==> src/rtl/multicycle_controller.sv <==
// Main control FSM for a multi-cycle MIPS datapath: sequences one
// instruction through fetch/decode/execute/memory/writeback over a
// shared ALU and a single memory port, stalling memory steps on memReady.
//
// Ports:
//   clock, reset       - rising-edge clock, synchronous active-high reset
//   instruction[5:0]   - opcode field from the instruction register
//   memReady           - memory completes the current access this cycle
//   pcWrite..pcSource  - datapath control word (Moore, decoded from state)
//   state[3:0]         - current FSM state for debug
//   illegalOp          - one-cycle pulse on an undecodable opcode in DECODE
//   retiredCount       - completed-instruction counter, wraps
module multicycle_controller #(
   parameter int COUNT_WIDTH = 32
) (
   input  logic                   clock,
   input  logic                   reset,
   input  logic [5:0]             instruction,
   input  logic                   memReady,
   output logic                   pcWrite,
   output logic                   pcWriteCond,
   output logic                   iorD,
   output logic                   memRead,
   output logic                   memWrite,
   output logic                   irWrite,
   output logic                   memToReg,
   output logic                   regDst,
   output logic                   regWrite,
   output logic                   aluSrcA,
   output logic [1:0]             aluSrcB,
   output logic [1:0]             aluOp,
   output logic [1:0]             pcSource,
   output logic [3:0]             state,
   output logic                   illegalOp,
   output logic [COUNT_WIDTH-1:0] retiredCount
);

   typedef enum logic [3:0] {
      S_FETCH    = 4'd0,
      S_DECODE   = 4'd1,
      S_MEMADR   = 4'd2,
      S_MEMREAD  = 4'd3,
      S_MEMWB    = 4'd4,
      S_MEMWRITE = 4'd5,
      S_EXECUTE  = 4'd6,
      S_ALUWB    = 4'd7,
      S_ADDIEXEC = 4'd8,
      S_ADDIWB   = 4'd9,
      S_BRANCH   = 4'd10,
      S_JUMP     = 4'd11
   } state_t;

   localparam logic [5:0] OP_RTYPE = 6'b000000;
   localparam logic [5:0] OP_ADDI  = 6'b001000;
   localparam logic [5:0] OP_LW    = 6'b100011;
   localparam logic [5:0] OP_SW    = 6'b101011;
   localparam logic [5:0] OP_BEQ   = 6'b000100;
   localparam logic [5:0] OP_J     = 6'b000010;

   // ALU-control encoding shared with the existing ALU decoder
   localparam logic [1:0] ALU_FUNCT = 2'd1;
   localparam logic [1:0] ALU_ADD   = 2'd2;
   localparam logic [1:0] ALU_SUB   = 2'd3;

   state_t                 state_q;
   state_t                 state_d;
   logic [COUNT_WIDTH-1:0] retired_q;
   logic [COUNT_WIDTH-1:0] retired_d;
   logic                   retire;
   logic                   illegal;

   // Next-state and retirement decode
   always_comb begin
      state_d = state_q;
      retire  = 1'b0;
      illegal = 1'b0;
      unique case (state_q)
         S_FETCH: begin
            if (memReady) state_d = S_DECODE;
         end
         S_DECODE: begin
            unique case (instruction)
               OP_RTYPE: state_d = S_EXECUTE;
               OP_ADDI:  state_d = S_ADDIEXEC;
               OP_LW:    state_d = S_MEMADR;
               OP_SW:    state_d = S_MEMADR;
               OP_BEQ:   state_d = S_BRANCH;
               OP_J:     state_d = S_JUMP;
               default: begin
                  illegal = 1'b1;
                  state_d = S_FETCH;
               end
            endcase
         end
         S_MEMADR: begin
            if (instruction == OP_LW)
               state_d = S_MEMREAD;
            else if (instruction == OP_SW)
               state_d = S_MEMWRITE;
            else
               state_d = S_FETCH;
         end
         S_MEMREAD: begin
            if (memReady) state_d = S_MEMWB;
         end
         S_MEMWB: begin
            retire  = 1'b1;
            state_d = S_FETCH;
         end
         S_MEMWRITE: begin
            if (memReady) begin
               retire  = 1'b1;
               state_d = S_FETCH;
            end
         end
         S_EXECUTE:  state_d = S_ALUWB;
         S_ALUWB: begin
            retire  = 1'b1;
            state_d = S_FETCH;
         end
         S_ADDIEXEC: state_d = S_ADDIWB;
         S_ADDIWB: begin
            retire  = 1'b1;
            state_d = S_FETCH;
         end
         S_BRANCH: begin
            retire  = 1'b1;
            state_d = S_FETCH;
         end
         S_JUMP: begin
            retire  = 1'b1;
            state_d = S_FETCH;
         end
         default: state_d = S_FETCH;
      endcase
      retired_d = retire ? retired_q + COUNT_WIDTH'(1) : retired_q;
   end

   always_ff @(posedge clock) begin
      if (reset) begin
         state_q   <= S_FETCH;
         retired_q <= '0;
      end else begin
         state_q   <= state_d;
         retired_q <= retired_d;
      end
   end

   // Moore control word; FETCH alone also looks at memReady so the IR and
   // PC load in the same cycle the read completes.
   always_comb begin
      pcWrite     = 1'b0;
      pcWriteCond = 1'b0;
      iorD        = 1'b0;
      memRead     = 1'b0;
      memWrite    = 1'b0;
      irWrite     = 1'b0;
      memToReg    = 1'b0;
      regDst      = 1'b0;
      regWrite    = 1'b0;
      aluSrcA     = 1'b0;
      aluSrcB     = 2'b00;
      aluOp       = 2'b00;
      pcSource    = 2'b00;
      unique case (state_q)
         S_FETCH: begin
            memRead = 1'b1;
            aluSrcB = 2'b01;
            aluOp   = ALU_ADD;
            irWrite = memReady;
            pcWrite = memReady;
         end
         S_DECODE: begin
            aluSrcB = 2'b11;
            aluOp   = ALU_ADD;
         end
         S_MEMADR: begin
            aluSrcA = 1'b1;
            aluSrcB = 2'b10;
            aluOp   = ALU_ADD;
         end
         S_MEMREAD: begin
            iorD    = 1'b1;
            memRead = 1'b1;
         end
         S_MEMWB: begin
            memToReg = 1'b1;
            regWrite = 1'b1;
         end
         S_MEMWRITE: begin
            iorD     = 1'b1;
            memWrite = 1'b1;
         end
         S_EXECUTE: begin
            aluSrcA = 1'b1;
            aluOp   = ALU_FUNCT;
         end
         S_ALUWB: begin
            regDst   = 1'b1;
            regWrite = 1'b1;
         end
         S_ADDIEXEC: begin
            aluSrcA = 1'b1;
            aluSrcB = 2'b10;
            aluOp   = ALU_ADD;
         end
         S_ADDIWB: begin
            regWrite = 1'b1;
         end
         S_BRANCH: begin
            aluSrcA     = 1'b1;
            aluOp       = ALU_SUB;
            pcWriteCond = 1'b1;
            pcSource    = 2'b01;
         end
         S_JUMP: begin
            pcWrite  = 1'b1;
            pcSource = 2'b10;
         end
         default: ;
      endcase
      // Reset kills any in-flight memory request immediately
      if (reset) begin
         pcWrite     = 1'b0;
         pcWriteCond = 1'b0;
         iorD        = 1'b0;
         memRead     = 1'b0;
         memWrite    = 1'b0;
         irWrite     = 1'b0;
         memToReg    = 1'b0;
         regDst      = 1'b0;
         regWrite    = 1'b0;
         aluSrcA     = 1'b0;
         aluSrcB     = 2'b00;
         aluOp       = 2'b00;
         pcSource    = 2'b00;
      end
   end

   assign state        = reset ? 4'd0 : state_q;
   assign illegalOp    = illegal & ~reset;
   assign retiredCount = retired_q;

endmodule

==> config.mk <==
export PLATFORM = sky130hd
export DESIGN_NAME = multicycle_controller
export DESIGN_NICKNAME = d
export VERILOG_FILES = /design/src/rtl/multicycle_controller.sv
export SDC_FILE = /design/constraint.sdc
export NUM_CORES = 1
export LEC_CHECK = 0
export CORE_MARGIN = 10
export CORE_UTILIZATION = 30
export DETAILED_ROUTE_END_ITERATION = 7
export PLACE_DENSITY = 0.58
export SLEW_MARGIN = 20
export SYNTH_ARGS = -nofsm -noshare
export SYNTH_HDL_FRONTEND = slang
export SYNTH_SLANG_ARGS = --single-unit
==> constraint.sdc <==
create_clock -name clock -period 2 [get_ports clock]
set_input_delay 0.4 -clock clock [delete_from_list [all_inputs] [get_ports clock]]
set_output_delay 0.4 -clock clock [all_outputs]
set_load 0.03 [all_outputs]
==> out/results.ini, run 1 <==
[worst_setup_path]
cp-startpoint=state_q[0]$_SDFFE_PP0P_
cp-start-kind=flip-flop
cp-end-kind=output pin
path_class=reg2out
critPathRequiredTime_ps=1600
rr_startpoint=retiredCount[16]$_SDFFE_PP0P_
worstPathArrival_ps=1570
crit_fanout=5

[sta]
rsz0062_at_grt=true
relSlewSlack=0.6734
skew_ps=9.011
fmaxAchievable_mhz=507.7
layout_min_cycle_time_ps=1970
final-hold-violation-count=0
drv_slew=0
worstMarginPinSlew_ps=488.6
min_period_over_period=0.9849
setup_viol=0

[power_and_ir_drop]
p_comb_frac=0.191
p_leak_nw=1.301
cellPowerDensity_nw_per_um2=445.0
vdd_drop_max_mv=0.2081
p_int_mw=1.172
switching_share=0.2660
pwr-share-seq=0.456
switchingPower_mw=0.4249
pwr-share-clk=0.353
power_mw=1.597

[grt]
grt-ovfl-total=0
grt_use_total=0.1219
grt_antenna_before_repair=0
grt_pass1_wl_um=11850
grt_max_degree=42
first_global_vias=2465

[clock_network]
path_clk_slew_ps=70
hold_buffers=0
htree_levels=2
cts_made_buffers=5
clock-root-buffer=clkbuf_8
cts_tree=yes
cts_sinks=36
insertion_delay_ps=290
clockBufferDepth=2

[placement]
dp.cells=477
post-dp-hpwl_um=5556
place_area_um2=3318
port-buffer-count=61
place_congestion=0.8921

[floorplanning]
fp.dieArea_um2=11650
core_um2=7607
num_rows=32
start_util=0.3049
die_w_um=107.9
die_h_um=107.9
ioPinCount=62

[synthesis]
synth.most_common_cell=dfxtp_1
synth_top_area_frac=0.3107
ys_warn_count=0
ys_async_sr_fraction=0
ys_types=47
syn_area_um2=2320
ys_dominant_reg_cell=dfxtp_1
synth-seq-cells=36
yosys-top-cells-area=dfxtp_1 (31%), a21oi_1 (4.5%), o31ai_1 (4.5%), or4_1 (4.5%), mux2_2 (4.4%)
syn_nets=298
yosys.area.top_type=dfxtp_1
synth-edff-count=0
postSynthAreaPerCell_um2=8.055
synth_seq_area_share=0.3107
synth_common_cells=dfxtp_1 (36), nor2_1 (24), a21oi_1 (21)
synth_cells=288

[layout]
instances_no_fill=491
syn_to_final_growth_pct=54.69
regArea_um2=734.5
fill_cells=783
nNetsFinal=399
final_cell_area_um2=3588
post_route_cells_drive_above_1_share=0.3445
antenna_cells=0
multiInputGateArea_um2=1607

[status]
status=finished, final reports clean

[detailed_routing]
drtAntennaViolNets=0
wl_per_cell_um=15.14
drt-initial-drc-count=68
drcViolationCount=0
viasPerCell=5.232
wirelength_um=7434
first_pass_iters=4
vias=2569

[hold_path]
hold_path.class=reg2reg
hold_start=retiredCount[13]$_SDFFE_PP0P_

[flow_run]
maxCapViolCount=0

power by group through the flow:
stage	clock network, mW	logic [mW]	registers (mW)
final	0.565	0.305	0.728
after global placement	0	0.257	0.746
after global routing	0.608	0.327	0.728
after CTS	0.583	0.291	0.728
after floorplan	0	0.152	0.739
after detailed placement	0	0.259	0.745
timing repair:
action	CTS	global route
pin swaps	5	7
setup endpoints to repair	8	21
buffers inserted	5	2
hold endpoints to repair	0	0
resized for setup	27	24
worst paths after layout:
kind | to | slack, ps | cells past startpoint
max | aluSrcB[1] | 30 | 5
min reg2reg | retiredCount[13]$_SDFFE_PP0P_ | 500 | 2
min | retiredCount[13]$_SDFFE_PP0P_ | 500 | 2
max reg2reg | retiredCount[27]$_SDFFE_PP0P_ | 100 | 4
metal layers:
metal,vias to the layer above,wire (um),track usage
met5,-,0,0
met4,0,99,0.04389
met3,9,468,0.03986
met2,58,3645,0.2047
met1,1200,3221,0.1420
li1,1302,-,-
registers in the layout (all words and copies together) (netlist names):
signal,flops
retiredCount,32
state_q,4
cell families (layout without fill, tap and decap cells):
| kind of cell | Yosys count | after routing | share of synthesized area |
|---|---|---|---|
| AO/OA/AOI/OAI | 66 | 66 | 0.1915 |
| XOR/XNOR | 4 | 4 | 0.01510 |
| adder cells (fa/ha/maj) | 1 | 1 | 0.005393 |
| buffers and inverters | 26 | 127 | 0.06256 |
| flip-flops | 36 | 36 | 0.3107 |
| multiplexers | 11 | 11 | 0.05232 |
| AND/OR/NAND/NOR | 144 | 144 | 0.3625 |
through the flow:
step,setup TNS [ps],hold WS [ps],utilization,worst slack (ps)
after detailed placement,-6013,485.1,0.4362,-230.1
after global placement,-5146,483.7,0.4362,-211.5
after global routing,-71.68,530.3,0.4717,-40.87
after floorplan,-900.9,561.2,-,-231.6
after CTS,0,494.4,0.4618,4.544
final,0,501.4,0.4717,30.14
cell type report:
cell class,count,share of cell area
Multi-Input combinational cell,226,0.4477
Inverter,5,0.005230
Sequential cell,36,0.2047
Timing Repair Buffer,115,0.2800
Clock buffer,7,0.02685
Tap cell,102,0.03556
worst max-delay path, stage by stage, from the launching register on:
cell and delay [ps]:
dfxtp_4 380, buf_6 130, xor2_2 180, nor2_2 80
a2111oi_4 340, buf_6 180
cells in the final DEF (no fill, tap or decap), types with 3 or more instances in the layout:
cell type	n
a21oi_1	21
and3_1	3
and4_1	5
buf_12	3
buf_4	65
buf_6	5
clkbuf_2	3
clkbuf_8	7
clkdlybuf4s15_1	3
clkdlybuf4s50_1	32
dfxtp_1	29
dfxtp_2	5
inv_1	4
mux2_2	9
nand2_1	15
nand2b_1	5
nand3_1	11
nand4_1	12
nor2_1	18
nor2_2	5
nor2b_1	13
nor4_1	7
nor4_2	6
o211ai_1	3
o21ai_0	10
o31ai_1	14
or2_4	3
or3_1	6
or4_1	14
xor2_1	3
No activity file was read; power rests on OpenSTA's default activity.
==> run 2: changes to the inputs <==
REMOVE_ABC_BUFFERS = 1   (was default)
==> out/results.ini, run 2 (synthesis gave the netlist of run 1 again) <==
[status]
status=finished, final reports clean

[floorplanning]
start_util=0.3049  ; unchanged
die_w_um=107.9  ; unchanged
fp.dieArea_um2=11650  ; unchanged
core_um2=7607  ; unchanged
ioPinCount=62  ; unchanged
num_rows=32  ; unchanged
die_h_um=107.9  ; unchanged

[clock_network]
clockBufferDepth=2  ; unchanged
path_clk_slew_ps=60  ; about the same
clock-root-buffer=clkbuf_8
cts_made_buffers=5  ; unchanged
htree_levels=2  ; unchanged
cts_tree=yes
insertion_delay_ps=280  ; about the same
hold_buffers=0  ; unchanged
cts_sinks=36  ; unchanged

[detailed_routing]
wl_per_cell_um=14.72  ; -2.8%
drt-initial-drc-count=78  ; +15%
viasPerCell=5.210  ; -0.42%
wirelength_um=7212  ; -3.0%
drtAntennaViolNets=0  ; unchanged
drcViolationCount=0  ; unchanged
vias=2553  ; -0.62%
first_pass_iters=4  ; unchanged

[sta]
layout_min_cycle_time_ps=1962  ; -8.236 ps
drv_slew=0  ; unchanged
fmaxAchievable_mhz=509.8  ; +0.42%
rsz0062_at_grt=true
min_period_over_period=0.9808  ; -0.004118
hold-worst-slack_ps=496.7  ; -4.662 ps
worstMarginPinSlew_ps=435.8  ; -52.83 ps
setup_tns_ps=0  ; unchanged
skew_ps=5.299  ; -3.713 ps
final-hold-violation-count=0  ; unchanged
setup_viol=0  ; unchanged
relSlewSlack=0.7057  ; +0.03224
fin_ws_ps=38.38  ; +8.236 ps

[layout]
fill_cells=770  ; -1.7%
regArea_um2=733.2  ; -0.17%
final_common_cell=buf_4
multiInputGateArea_um2=1588  ; -1.2%
final_cell_area_um2=3570  ; -0.52%
antenna_cells=0  ; unchanged
largest_reg_flops=32  ; unchanged
syn_to_final_growth_pct=53.88
final_cell_mix=buf_4 (63), clkdlybuf4s50_1 (32), dfxtp_1 (32)
final_core_util=0.4692  ; -0.002468
nNetsFinal=397  ; -0.50%
post_route_cells_drive_above_1_share=0.3041  ; -0.04035

[grt]
grt_pass1_wl_um=11820  ; -0.24%
grt_max_degree=42  ; unchanged
grt_antenna_before_repair=0  ; unchanged
grt_use_total=0.1197  ; -0.002194
first_global_vias=2487  ; +0.89%
grt-ovfl-total=0  ; unchanged

[power_and_ir_drop]
p_int_mw=1.141  ; -2.7%
p_leak_nw=1.319  ; +1.4%
pwr-share-seq=0.467  ; +0.011
vdd_drop_max_mv=0.2733  ; +31%
switchingPower_mw=0.4121  ; -3.0%
cellPowerDensity_nw_per_um2=435.1  ; -2.2%
p_comb_frac=0.195  ; +0.004
switching_share=0.2654  ; -0.0006530
pwr-share-clk=0.338  ; -0.015

[worst_setup_path]
path_class=in2out
cp-start-kind=primary input
worstPathArrival_ps=1560  ; about the same
critPathRequiredTime_ps=1600  ; about the same
crit_fanout=4  ; -1
cp-end-kind=output pin

[flow_run]
maxCapViolCount=0  ; unchanged

[placement]
post-place-ws_ps=-295.3  ; -65.20 ps
post-dp-hpwl_um=5287  ; -4.8%
place_area_um2=3269  ; -1.5%
place_congestion=0.8437  ; -5.4%
port-buffer-count=61  ; unchanged

[hold_path]
hold_path.class=reg2reg

==> run 2: cell types whose count changed in the layout (fill, tap and decap cells not counted), moves of 3 or more <==
cell,before,now
nor4_1,7,12
nor4_2,6,1
dfxtp_2,5,1
clkbuf_2,3,0
dfxtp_1,29,32
dlymetal6s2s_1,1,4
==> run 2: power groups by stage <==
| stage | combinational [mW] | sequential [mW] | clock, mW |
|---|---|---|---|
| 2_1_floorplan | 0.107 | 0.750 | 0 |
| 3_3_place_gp | 0.245 | 0.742 | 0 |
| 3_5_place_dp | 0.248 | 0.742 | 0 |
| 4_1_cts | 0.273 | 0.726 | 0.550 |
| 5_1_grt | 0.326 | 0.726 | 0.579 |
| 6_report | 0.302 | 0.726 | 0.524 |
==> run 2: cell type report <==
type	instances	share of cell area
well taps	102	0.03575
multi-input cells	226	0.4448
inverters	5	0.005258
flip-flops and latches	36	0.2054
repair buffers	113	0.2836
clock buffers	8	0.02524
==> run 2: what timing repair did <==
action,CTS,global route
pin swaps,3,6
buffers inserted,0,3
endpoints found under the setup margin,13,13
resized for setup,24,26
==> run 2: through the flow <==
step                      total power, mW  cells
after detailed placement           0.9897    479
after global routing                1.631    490
after CTS                           1.549    487
final                               1.553    490
after floorplan                    0.8569    267
after global placement             0.9874    479
==> run 2: path summary, 6_finish.rpt <==
kind / to / startpoint / cells after the start / slack [ps]
min: state_q[3]$_SDFFE_PP0P_ / state_q[2]$_SDFFE_PP0P_ / 1 / 500
max: illegalOp / instruction[5] / 6 / 40
max reg2reg: retiredCount[29]$_SDFFE_PP0P_ / retiredCount[6]$_SDFFE_PP0P_ / 5 / 140
min reg2reg: state_q[3]$_SDFFE_PP0P_ / state_q[2]$_SDFFE_PP0P_ / 1 / 500
==> run 2: metal layers <==
layer  up-vias  routed length, um  GRT usage
li1       1301                  -          -
met1      1183               3131     0.1410
met2        67               3456     0.1990
met3         2                598    0.04759
met4         0                 25    0.02958
met5         -                  0          0
==> run 2: critical path: stages <==
cell and delay [ps]:
clkdlybuf4s15_1 220, or3_4 420, buf_6 140, o22ai_4 150, nor3_2 60, buf_4 180
==> run 3: changes to the inputs <==
CELL_PAD_IN_SITES_DETAIL_PLACEMENT = 1   (was default)
CELL_PAD_IN_SITES_GLOBAL_PLACEMENT = 1   (was default)
PLACE_DENSITY = 0.74   (was 0.58)
RECOVER_POWER = 100   (was default)
==> out/results.ini, run 3 (synthesis gave the netlist of run 1 again) <==
[placement]
place_congestion=0.8394  ; -0.51%
port-buffer-count=61  ; unchanged
place_area_um2=3294  ; +0.77%
post-dp-hpwl_um=6020  ; +14%

[floorplanning]
fp.dieArea_um2=11650  ; unchanged
num_rows=32  ; unchanged
die_h_um=107.9  ; unchanged
core_um2=7607  ; unchanged
die_w_um=107.9  ; unchanged
ioPinCount=62  ; unchanged
start_util=0.3049  ; unchanged

[layout]
largest_reg_flops=32  ; unchanged
fill_cells=916  ; +19%
regArea_um2=735.7  ; +0.34%
final_core_util=0.4854  ; +0.01612
final_common_cell=buf_4
syn_to_final_growth_pct=59.17
final_cell_mix=buf_4 (72), dfxtp_1 (32), clkdlybuf4s50_1 (30)
final_cell_area_um2=3692  ; +3.4%
antenna_cells=0  ; unchanged
post_route_cells_drive_above_1_share=0.3451  ; +0.04096
multiInputGateArea_um2=1632  ; +2.8%
nNetsFinal=406  ; +2.3%

[detailed_routing]
wl_met2_um=4564  ; +32%
highest_layer=met4
vias=2763  ; +8.2%
drtAntennaViolNets=0  ; unchanged
wl_per_cell_um=17.97  ; +22%
drcViolationCount=0  ; unchanged
wirelength_um=8965  ; +24%
first_pass_iters=4  ; unchanged
viasPerCell=5.537  ; +6.3%
met3_length_um=471  ; -21%
wl_met1_um=3827  ; +22%
drt-initial-drc-count=82  ; +5.1%

[worst_setup_path]
crit_top_cell=or2_4
max_stage_delay_ps=350  ; -70 ps
cp-startpoint=state_q[1]$_SDFFE_PP0P_
critPathRequiredTime_ps=1600  ; about the same
path_cells=buf_12 -> or2_4 -> nor4b_4 -> or2_4 -> buf_6
cp-start-kind=flip-flop
crit_fanout=7  ; +3
critPathBufInv=2  ; -1
worst-path-stages=5  ; -1
rr_startpoint=state_q[2]$_SDFFE_PP0P_
worstPathArrival_ps=1570  ; about the same
cp_top_family=simple AND/OR/NAND/NOR gates
crit_slowest_cell=dfxtp_4
cp-end-kind=output pin
path_class=reg2out
r2r_cells=6  ; +1

[sta]
min_period_over_period=0.9862  ; +0.005347
worstMarginPinSlew_ps=453.0  ; +17.21 ps
skew_ps=9.407  ; +4.108 ps
layout_min_cycle_time_ps=1972  ; +10.69 ps
relSlewSlack=0.6941  ; -0.01162
fmaxAchievable_mhz=507.0  ; -0.54%
final-hold-violation-count=0  ; unchanged
rsz0062_at_grt=true
setup_viol=0  ; unchanged
drv_slew=0  ; unchanged

[clock_network]
clock-root-buffer=clkbuf_8
clockBufferDepth=2  ; unchanged
cts_tree=yes
htree_levels=2  ; unchanged
path_clk_slew_ps=80  ; +20 ps
cts_sinks=36  ; unchanged
cts_made_buffers=5  ; unchanged
hold_buffers=0  ; unchanged
insertion_delay_ps=290  ; about the same

[hold_path]
min_path_cells=2  ; +1
hold_path.class=reg2reg
hold_start=retiredCount[17]$_SDFFE_PP0P_

[power_and_ir_drop]
pwr-share-clk=0.387  ; +0.049
p_comb_frac=0.183  ; -0.012
pwr-share-seq=0.430  ; -0.037
vdd_drop_max_mv=0.2267  ; -17%
switchingPower_mw=0.4761  ; +16%
cellPowerDensity_nw_per_um2=461.7  ; +6.1%
p_leak_nw=1.354  ; +2.6%
p_int_mw=1.229  ; +7.7%
switching_share=0.2793  ; +0.01392

[grt]
grt_max_degree=42  ; unchanged
grt-ovfl-total=0  ; unchanged
first_global_vias=2805  ; +13%
grt_pass1_wl_um=14210  ; +20%
grt_antenna_before_repair=0  ; unchanged
grt_use_total=0.1433  ; +0.02368

[flow_run]
maxCapViolCount=0  ; unchanged

[status]
status=finished, final reports clean

run 3: layout make-up:
type / count / share of cell area
clock buffer: 5 / 0.01864
tap: 102 / 0.03456
inverter: 5 / 0.005083
timing repair buffer: 122 / 0.2891
clock inverter: 3 / 0.01152
multi-input combinational: 226 / 0.4419
sequential: 36 / 0.1993
run 3: path summary, 6_finish.rpt:
kind | endpoint | slack [ps]
max | pcWrite | 30
min | retiredCount[17]$_SDFFE_PP0P_ | 520
max reg2reg | retiredCount[19]$_SDFFE_PP0P_ | 80
min reg2reg | retiredCount[17]$_SDFFE_PP0P_ | 520
run 3: worst reg2reg max path, stage by stage (launching register included):
cell     delay, ps
dfxtp_4        400
nor2b_1        300
a32oi_4        180
buf_12         190
buf_4          150
or4_1          490
a21oi_1        150
run 3: per-stage QoR:
stage	TNS (ps)	power, mW	hold WS (ps)	setup WS (ps)	cells
2_1_floorplan	-10090	0.8569	469.1	-846.5	267
3_3_place_gp	-4987	0.9919	496.8	-201.1	479
3_5_place_dp	-5984	0.9958	516.1	-259.8	479
4_1_cts	-53.88	1.706	529.6	-32.25	494
5_1_grt	-218.4	1.780	553.4	-45.84	499
6_report	0	1.705	521.9	27.68	499
run 3: routing by layer:
metal | GRT usage | vias to the layer above
li1 | - | 1316
met1 | 0.1772 | 1372
met2 | 0.2415 | 63
met3 | 0.03867 | 12
met4 | 0.03531 | 0
met5 | 0 | -
run 3: power groups by stage:
stage	combinational, mW	sequential (mW)	clock [mW]
2_1_floorplan	0.107	0.750	0
3_3_place_gp	0.251	0.741	0
3_5_place_dp	0.255	0.741	0
4_1_cts	0.313	0.723	0.669
5_1_grt	0.334	0.735	0.710
6_report	0.312	0.734	0.659
run 3: what timing repair did:
action | in CTS | in global routing
pin swaps | 6 | 9
resized for setup | 34 | 24
gates cloned | 0 | 1
endpoints found under the setup margin | 11 | 25
setup buffers | 7 | 5
